`config.mk`:
```
export PLATFORM = sky130hd
export DESIGN_NAME = aposta_tx
export DESIGN_NICKNAME = d
export VERILOG_FILES = /design/src/rtl/aposta_tx.sv
export SDC_FILE = /design/constraint.sdc
export NUM_CORES = 1
export LEC_CHECK = 0
export CORE_MARGIN = 8
export CORE_UTILIZATION = 40
export CTS_BUF_LIST = sky130_fd_sc_hd__clkbuf_16
export DETAILED_ROUTE_END_ITERATION = 8
export GPL_TIMING_DRIVEN = 0
export SYNTH_ARGS = -nofsm -noshare
export SYNTH_HDL_FRONTEND = slang
export SYNTH_SLANG_ARGS = --single-unit
```
`constraint.sdc`:
```
create_clock -name clock -period 2.6 [get_ports clock]
set_clock_uncertainty 0.1 [all_clocks]
set_input_delay 0.52 -clock clock [delete_from_list [all_inputs] [get_ports clock]]
set_output_delay 0.52 -clock clock [all_outputs]
set_load 0.02 [all_outputs]
```
`src/rtl/aposta_tx.sv`:
```
// Bet-entry transmitter: accepts a packed BCD ticket over valid/ready and
// serializes it digit by digit onto numero/insere, closing with fim_jogo.
module aposta_tx #(
  parameter int unsigned NUM_DIGITS = 5,
  parameter int unsigned DIGIT_W    = 4,
  parameter int unsigned GAP        = 1,
  parameter int unsigned MAX_JOGOS  = 5
) (
  input  logic                            clock,
  input  logic                            reset,
  input  logic                            ticket_valid,
  input  logic [NUM_DIGITS*DIGIT_W-1:0]   ticket,
  output logic                            ticket_ready,
  input  logic                            fim,
  output logic [DIGIT_W-1:0]              numero,
  output logic                            insere,
  output logic                            fim_jogo,
  output logic                            erro,
  output logic [$clog2(MAX_JOGOS+1)-1:0]  jogos_count,
  output logic                            limite
);

  localparam int unsigned TICKET_W = NUM_DIGITS * DIGIT_W;
  localparam int unsigned IDX_W    = (NUM_DIGITS > 1) ? $clog2(NUM_DIGITS) : 1;
  localparam int unsigned GAP_W    = (GAP > 1) ? $clog2(GAP) : 1;
  localparam int unsigned CNT_W    = $clog2(MAX_JOGOS + 1);

  typedef enum logic [2:0] {
    S_IDLE,
    S_SEND,
    S_WAIT,
    S_DONE,
    S_ERR
  } state_t;

  state_t               state_q, state_d;
  logic [IDX_W-1:0]     idx_q, idx_d;
  logic [GAP_W-1:0]     gap_q, gap_d;
  logic [TICKET_W-1:0]  tkt_q, tkt_d;
  logic [DIGIT_W-1:0]   numero_d;
  logic                 insere_d, fim_jogo_d, erro_d, limite_d;
  logic [CNT_W-1:0]     count_d;
  logic                 last_digit;
  logic [IDX_W-1:0]     idx_inc;

  // Digit k counted from the most significant nibble.
  function automatic logic [DIGIT_W-1:0] digit_at(input logic [TICKET_W-1:0] t,
                                                  input logic [IDX_W-1:0]    k);
    logic [TICKET_W-1:0] s;
    s = t >> (DIGIT_W * (NUM_DIGITS - 1 - k));
    return s[DIGIT_W-1:0];
  endfunction

  function automatic logic all_bcd(input logic [TICKET_W-1:0] t);
    logic ok;
    ok = 1'b1;
    for (int i = 0; i < NUM_DIGITS; i++) begin
      if (t[i*DIGIT_W +: DIGIT_W] > DIGIT_W'(9)) ok = 1'b0;
    end
    return ok;
  endfunction

  // Reset gating keeps ready low while the block is held in reset.
  assign ticket_ready = reset && (state_q == S_IDLE) && !limite;
  assign last_digit   = (idx_q == IDX_W'(NUM_DIGITS - 1));
  assign idx_inc      = idx_q + IDX_W'(1);

  always_comb begin
    state_d  = state_q;
    idx_d    = idx_q;
    gap_d    = gap_q;
    tkt_d    = tkt_q;
    numero_d = numero;
    count_d  = jogos_count;

    case (state_q)
      S_IDLE: begin
        if (ticket_valid && ticket_ready) begin
          tkt_d = ticket;
          idx_d = '0;
          if (all_bcd(ticket)) begin
            state_d  = S_SEND;
            numero_d = digit_at(ticket, '0);
          end else begin
            state_d = S_ERR;
          end
        end
      end
      S_SEND: begin
        if (fim) begin
          state_d = S_IDLE;
        end else if (GAP > 0) begin
          state_d = S_WAIT;
          gap_d   = GAP_W'(GAP - 1);
        end else if (last_digit) begin
          state_d = S_DONE;
        end else begin
          idx_d    = idx_inc;
          numero_d = digit_at(tkt_q, idx_inc);
        end
      end
      S_WAIT: begin
        if (fim) begin
          state_d = S_IDLE;
        end else if (gap_q != '0) begin
          gap_d = gap_q - GAP_W'(1);
        end else if (last_digit) begin
          state_d = S_DONE;
        end else begin
          state_d  = S_SEND;
          idx_d    = idx_inc;
          numero_d = digit_at(tkt_q, idx_inc);
        end
      end
      S_DONE:  state_d = S_IDLE;
      S_ERR:   state_d = S_IDLE;
      default: state_d = S_IDLE;
    endcase

    // Strobes are registered on entry to the state they belong to.
    insere_d   = (state_d == S_SEND);
    fim_jogo_d = (state_d == S_DONE);
    erro_d     = (state_d == S_ERR);
    if (fim_jogo_d && (jogos_count != CNT_W'(MAX_JOGOS))) begin
      count_d = jogos_count + CNT_W'(1);
    end
    limite_d = (count_d == CNT_W'(MAX_JOGOS));
  end

  always_ff @(posedge clock or negedge reset) begin
    if (!reset) begin
      state_q     <= S_IDLE;
      idx_q       <= '0;
      gap_q       <= '0;
      tkt_q       <= '0;
      numero      <= '0;
      insere      <= 1'b0;
      fim_jogo    <= 1'b0;
      erro        <= 1'b0;
      jogos_count <= '0;
      limite      <= 1'b0;
    end else begin
      state_q     <= state_d;
      idx_q       <= idx_d;
      gap_q       <= gap_d;
      tkt_q       <= tkt_d;
      numero      <= numero_d;
      insere      <= insere_d;
      fim_jogo    <= fim_jogo_d;
      erro        <= erro_d;
      jogos_count <= count_d;
      limite      <= limite_d;
    end
  end

endmodule

```
==> results of run 1 <==
-- state kept, by name, summed over array words and instances (netlist names) --
signal and flops:
tkt_q 20, numero 4, idx_q 3, jogos_count 3, state_q 3, erro 1
fim_jogo 1, insere 1, limite 1
-- critical path, delay by kind of cell --
family,cells,cell delay (ns)
buf+inv,2,0.94
simple gates,2,0.29
-- what timing repair did --
item	4_1_cts	5_1_grt
endpoints found under the hold margin	0	0
setup endpoints to repair	5	5
gates resized for setup	1	3
-- worst paths after layout --
check	from	to	slack, ns	cells after the start
worst min register to register	numero[2]	numero[2]	0.39	1
max in group asynchronous	reset	tkt_q[12]	2.09	1
worst max-delay path	reset	ticket_ready	0.22	4
min in group clock	numero[2]	numero[2]	0.39	1
worst max register to register	idx_q[0]	numero[2]	0.30	7
worst min-delay path	reset	tkt_q[17]	0.04	1
-- stage by stage --
stage          power, W  setup WS, ns  util, %  setup TNS [ns]
2_1_floorplan  0.000879         0.441        -               0
3_3_place_gp    0.00101         -1.39     50.9          -38.82
3_5_place_dp    0.00102        -0.353     50.8           -5.90
4_1_cts         0.00169        0.0408     54.5               0
5_1_grt         0.00175       0.00905     54.6               0
6_report        0.00167         0.217     54.6               0
-- per-layer routing --
layer	global-route usage, %	vias to the layer above	share of wire [%]
li1	-	601	-
met1	14.7	630	43
met2	19.7	24	51
met3	3.34	7	4.2
met4	5.17	0	1.6
met5	0	-	0
-- where the power goes --
part           internal [W]  total [W]  switching [W]
clock network      0.000445   0.000662       0.000217
registers          0.000667   0.000715      0.0000476
logic              0.000174   0.000294       0.000120
total               0.00129    0.00167       0.000385
-- cells in the final DEF, fill, tap and decap left out, types with 2 or more instances in the layout --
master	instances
a21oi_1	2
a22oi_1	4
buf_1	3
clkbuf_16	5
clkdlybuf4s50_1	34
dfrtp_1	37
ha_1	5
inv_1	6
mux2_1	4
mux2_2	20
mux4_2	4
nand2_1	13
nand2b_1	4
nand3_1	2
nor2_1	5
nor3_1	3
o21ai_0	11
o21ai_1	2
-- cell type report --
class / instances / area [sq um]
multi-input cells: 97 / 816
well taps: 52 / 65.1
flip-flops and latches: 37 / 926
clock buffers: 5 / 125
fillers: 384 / 1960
plain buffers: 5 / 21.3
repair buffers: 35 / 352
inverters: 6 / 22.5
clock inverters: 2 / 35.0
-- cells by family (layout without fill, tap and decap cells) --
kind of cell	Yosys count	count (layout)
AOI/OAI and AO/OA	26	26
xor gates and xnor gates	3	3
adders and majority gates	5	5
buffers and inverters	11	53
DFF	37	37
muxes	28	28
and+or+nand+nor	35	35
==> impl_metrics.json, run 1 <==
{
  "ys_types": 36,
  "antenna_found_initial": 0,
  "port_buffers": 35,
  "n_antenna_cell": 0,
  "critPathKind": "in -> out",
  "path_cells": "buf_6 -> nand2b_1 -> nor4_1 -> clkdlybuf4s50_1",
  "instances_no_fill": 239,
  "wire_per_inst_um": 16.0,
  "drt_iter0_drc": 51,
  "fmax_ghz": 0.420,
  "postCtsSetupBuffers": 0,
  "clock_latency_ns": 0.28,
  "cellLeakagePower_nw": 0.998,
  "die_w_um": 82.8,
  "grt_use_total_pct": 12.1,
  "grt_pass1_vias": 1351,
  "drv_cap": 0,
  "synth_top_family_by_area": "multiplexers",
  "synth.top_cell.area_share_pct": 51.9,
  "worst-path-max-fanout": 38,
  "vias": 1262,
  "fp-row-count": 24,
  "synthAdderAreaFrac_pct": 3.51,
  "drc": 0,
  "num_io_pins": 36,
  "period_share_pct": 91.7,
  "synthSimpleGateAreaFrac_pct": 9.89,
  "critPathLaunchType": "input pin",
  "synth_common_cells": "dfrtp_1, mux2_2, nand2_1",
  "cts_root_buf": "clkbuf_16",
  "avgViaCountPerCell": 5.28,
  "cpMaxStageDelayCell": "clkdlybuf4s50_1",
  "run_status": "completed",
  "holdWs_ns": 0.0364,
  "power_density_nw_per_um2": 707,
  "synthTopCellsByArea": "dfrtp_1, mux2_2, mux4_2",
  "grt-ovfl-total": 0,
  "dp_cells": 232,
  "synth_mux_area_share_pct": 20.2,
  "dieArea_sq_um": 6850,
  "critPathMaxStageDelay_ns": 0.65,
  "cp-end-kind": "primary output",
  "irDropWorstVdd_mv": 0.399,
  "placed_cell_area_sq_um": 2190,
  "numCtsBuffers": 5,
  "clk_path_buf_depth": 2,
  "design_area_sq_um": 2360,
  "start_util_pct": 41.3,
  "first_pass_iters": 4,
  "grt_pass1_wl_um": 6290,
  "syn_area_per_cell_sq_um": 12.3,
  "synthArstFlopShare_pct": 100,
  "h-tree-depth": 2,
  "synth_seq_cells": 37,
  "post-synth-top-count-cell": "dfrtp_1",
  "synth_compound_area_share_pct": 9.89,
  "crit_required_ns": 1.98,
  "finalHoldViolCount": 0,
  "synth_top_area_cell": "dfrtp_1",
  "gp_congestion": 0.795,
  "netlist_instances": 145,
  "holdBufCountCts": 0,
  "max_slew_margin_pct": 63.0,
  "ant_nets": 0,
  "num-nets-final": 216,
  "syn_nets": 174,
  "wl_um": 3820,
  "min_period_ns": 2.38,
  "dpl.hpwl_um": 2890,
  "yosysSeqAreaShare_pct": 51.9,
  "rsz0062_at_grt": "no",
  "cts.sinks": 37,
  "setup_violations": 0,
  "tightest_slew_ns": 0.556,
  "synth_edf_count": 0,
  "cts_tree": "done",
  "synth-xor-area-share_pct": 2.24,
  "synth_area_sq_um": 1780,
  "drv_slew": 0,
  "clk_pin_slew_ns": 0.06,
  "critical_path_arrival_ns": 1.76,
  "drive_above_1_share_pct": 20.3,
  "coreArea_sq_um": 4320,
  "min_path_type": "in -> async",
  "grt_max_degree": 39,
  "syn_to_final_growth_pct": 32.4,
  "ys.flop_type": "dfrtp_1",
  "ys_warn_count": 0,
  "dieHeight_um": 82.8
}
(Power assumes the default switching activity.)
==> inputs of run 2 (changes only) <==
--- a/config.mk
+++ b/config.mk
@@ -5,9 +5,11 @@
 export SDC_FILE = /design/constraint.sdc
 export NUM_CORES = 1
 export LEC_CHECK = 0
+export CAP_MARGIN = 30
 export CORE_MARGIN = 8
 export CORE_UTILIZATION = 40
 export CTS_BUF_LIST = sky130_fd_sc_hd__clkbuf_16
+export CTS_CLUSTER_SIZE = 40
 export DETAILED_ROUTE_END_ITERATION = 8
 export GPL_TIMING_DRIVEN = 0
 export SYNTH_ARGS = -nofsm -noshare
==> results of run 2 <==
Same layout as run 1: the final DEF is identical, and so are final timing and power.
==> inputs of run 3 (changes only) <==
--- a/config.mk
+++ b/config.mk
@@ -5,13 +5,14 @@
 export SDC_FILE = /design/constraint.sdc
 export NUM_CORES = 1
 export LEC_CHECK = 0
-export CAP_MARGIN = 30
+export CAP_MARGIN = 20
 export CORE_MARGIN = 8
 export CORE_UTILIZATION = 40
 export CTS_BUF_LIST = sky130_fd_sc_hd__clkbuf_16
 export CTS_CLUSTER_SIZE = 40
 export DETAILED_ROUTE_END_ITERATION = 8
 export GPL_TIMING_DRIVEN = 0
+export MAX_ROUTING_LAYER = met4
 export SYNTH_ARGS = -nofsm -noshare
 export SYNTH_HDL_FRONTEND = slang
 export SYNTH_SLANG_ARGS = --single-unit
==> run 3 against run 2 <==
Register-to-register slack about the same. Sequential power about the same. Global-route usage up 0.48 points. Die area unchanged. Critical endpoint unchanged. Hold slack better by 0.00055 ns. First-iteration DRC count down 16%. Sequential share of layout area unchanged. Final area unchanged. Core utilization unchanged. Worst setup slack better by 0.00059 ns. Highest routed layer unchanged. Critical path type unchanged.
==> impl_metrics.json, run 3 (synthesis results as in run 1) <==
{
  "critical_path_arrival_ns": 1.76,
  "grt-ovfl-total": 0,
  "layout_commonest_cell": "dfrtp_1",
  "path_delay_family": "buffers and inverters",
  "first_pass_iters": 4,
  "cts.sinks": 37,
  "finalHoldViolCount": 0,
  "vias": 1260,
  "worstSetupPathDepth": 4,
  "n_antenna_cell": 0,
  "num_io_pins": 36,
  "max_slew_margin_pct": 63.7,
  "port_buffers": 35,
  "grt_pass1_vias": 1350,
  "min_path_type": "in -> async",
  "clk_path_buf_depth": 2,
  "num-nets-final": 216,
  "rsz0062_at_grt": "no",
  "drt_iter0_drc": 43,
  "coreArea_sq_um": 4320,
  "numCtsBuffers": 5,
  "wire_per_inst_um": 16.0,
  "irDropWorstVdd_mv": 0.396,
  "drc": 0,
  "reg2reg_depth": 7,
  "cts_root_buf": "clkbuf_16",
  "critPathKind": "in -> out",
  "path_buf_inv": 2,
  "avgViaCountPerCell": 5.27,
  "drv_slew": 0,
  "holdWs_ns": 0.0369,
  "largest_reg_flops": 20,
  "cts_tree": "done",
  "holdBufCountCts": 0,
  "min_period_ns": 2.38,
  "h-tree-depth": 2,
  "clk_pin_slew_ns": 0.06,
  "syn_to_final_growth_pct": 32.4,
  "fmax_ghz": 0.420,
  "dpl.hpwl_um": 2890,
  "wl_um": 3830,
  "ant_nets": 0,
  "power_density_nw_per_um2": 707,
  "design_area_sq_um": 2360,
  "largestRegisters": "tkt_q (20), numero (4)",
  "die_w_um": 82.8,
  "placed_cell_area_sq_um": 2190,
  "critPathMaxStageDelay_ns": 0.65,
  "setup_slack_ns": 0.217,
  "top_register": "tkt_q",
  "clock_latency_ns": 0.27,
  "post-route-util_pct": 54.6,
  "final_cell_mix": "dfrtp_1, clkdlybuf4s50_1, mux2_2",
  "dieHeight_um": 82.8,
  "run_status": "completed",
  "cp-end-kind": "primary output",
  "period_share_pct": 91.6,
  "drive_above_1_share_pct": 20.3,
  "drv_cap": 0,
  "cellLeakagePower_nw": 0.998,
  "cpMaxStageDelayCell": "clkdlybuf4s50_1",
  "critPathLaunchType": "input pin",
  "worst-path-max-fanout": 38,
  "path_cells": "buf_6 -> nand2b_1 -> nor4_1 -> clkdlybuf4s50_1",
  "gp_congestion": 0.806,
  "dieArea_sq_um": 6850,
  "start_util_pct": 41.3,
  "fillCellCount": 384,
  "p_total_w": 0.00167,
  "setup_violations": 0,
  "grt_pass1_wl_um": 6310,
  "antenna_found_initial": 0,
  "postCtsSetupBuffers": 0,
  "grt_max_degree": 39,
  "crit_required_ns": 1.98,
  "grt_use_total_pct": 12.6,
  "dpl_worst_slack_ns": -0.353,
  "fp-row-count": 24,
  "tightest_slew_ns": 0.544
}
==> run 3: cell counts in the layout (fill, tap and decap cells not counted) <==
No cell type changed its count.
==> run 3: routing by layer <==
metal  GRT usage, %  part of all wire (%)  routed length, um
met1           15.2                    44               1670
met2           19.5                    51               1940
met3           3.99                   4.2                160
met4           4.14                   1.3                 51
met5              -                     0                  0
==> run 3: path summary, 6_finish.rpt <==
check / start / endpoint / slack, ns
max in group asynchronous: reset / tkt_q[4] / 2.09
min in group clock: numero[2] / numero[2] / 0.39
setup reg to reg: idx_q[0] / numero[2] / 0.29
hold / removal: reset / tkt_q[17] / 0.04
hold reg to reg: numero[2] / numero[2] / 0.39
setup / recovery: reset / ticket_ready / 0.22
==> run 3: timing repair <==
action                     in CTS  in global routing
setup endpoints to repair       5                  5
resized for setup               1                  3
hold endpoints to repair        0                  0
==> run 3: final cells by class <==
class	count	area, sq um	area share (%)
sequential	37	926	39.2
multi-input combinational	97	816	34.5
timing repair buffer	35	352	14.9
clock buffer	5	125	5.30
tap	52	65.1	2.75
clock inverter	2	35.0	1.48
inverter	6	22.5	0.953
buffer	5	21.3	0.900
==> run 3: power breakdown <==
group	switching [W]	internal, W
Clock	0.000216	0.000445
Sequential	0.0000476	0.000667
Combinational	0.000120	0.000174
==> run 3: metrics by stage <==
| step | setup TNS (ns) | instances |
|---|---|---|
| after detailed placement | -5.90 | 232 |
| after CTS | 0 | 239 |
| after floorplan | 0 | 145 |
| after global routing | 0 | 239 |
| after global placement | -38.82 | 232 |
| final | 0 | 239 |
==> run 3: worst reg2reg max path, stage by stage (launching register included) <==
cell and delay, ns:
dfrtp_1 0.37, clkbuf_2 0.28, inv_1 0.07, ha_1 0.43
mux4_2 0.36, a22oi_1 0.19, o21ai_0 0.11, mux2_1 0.29
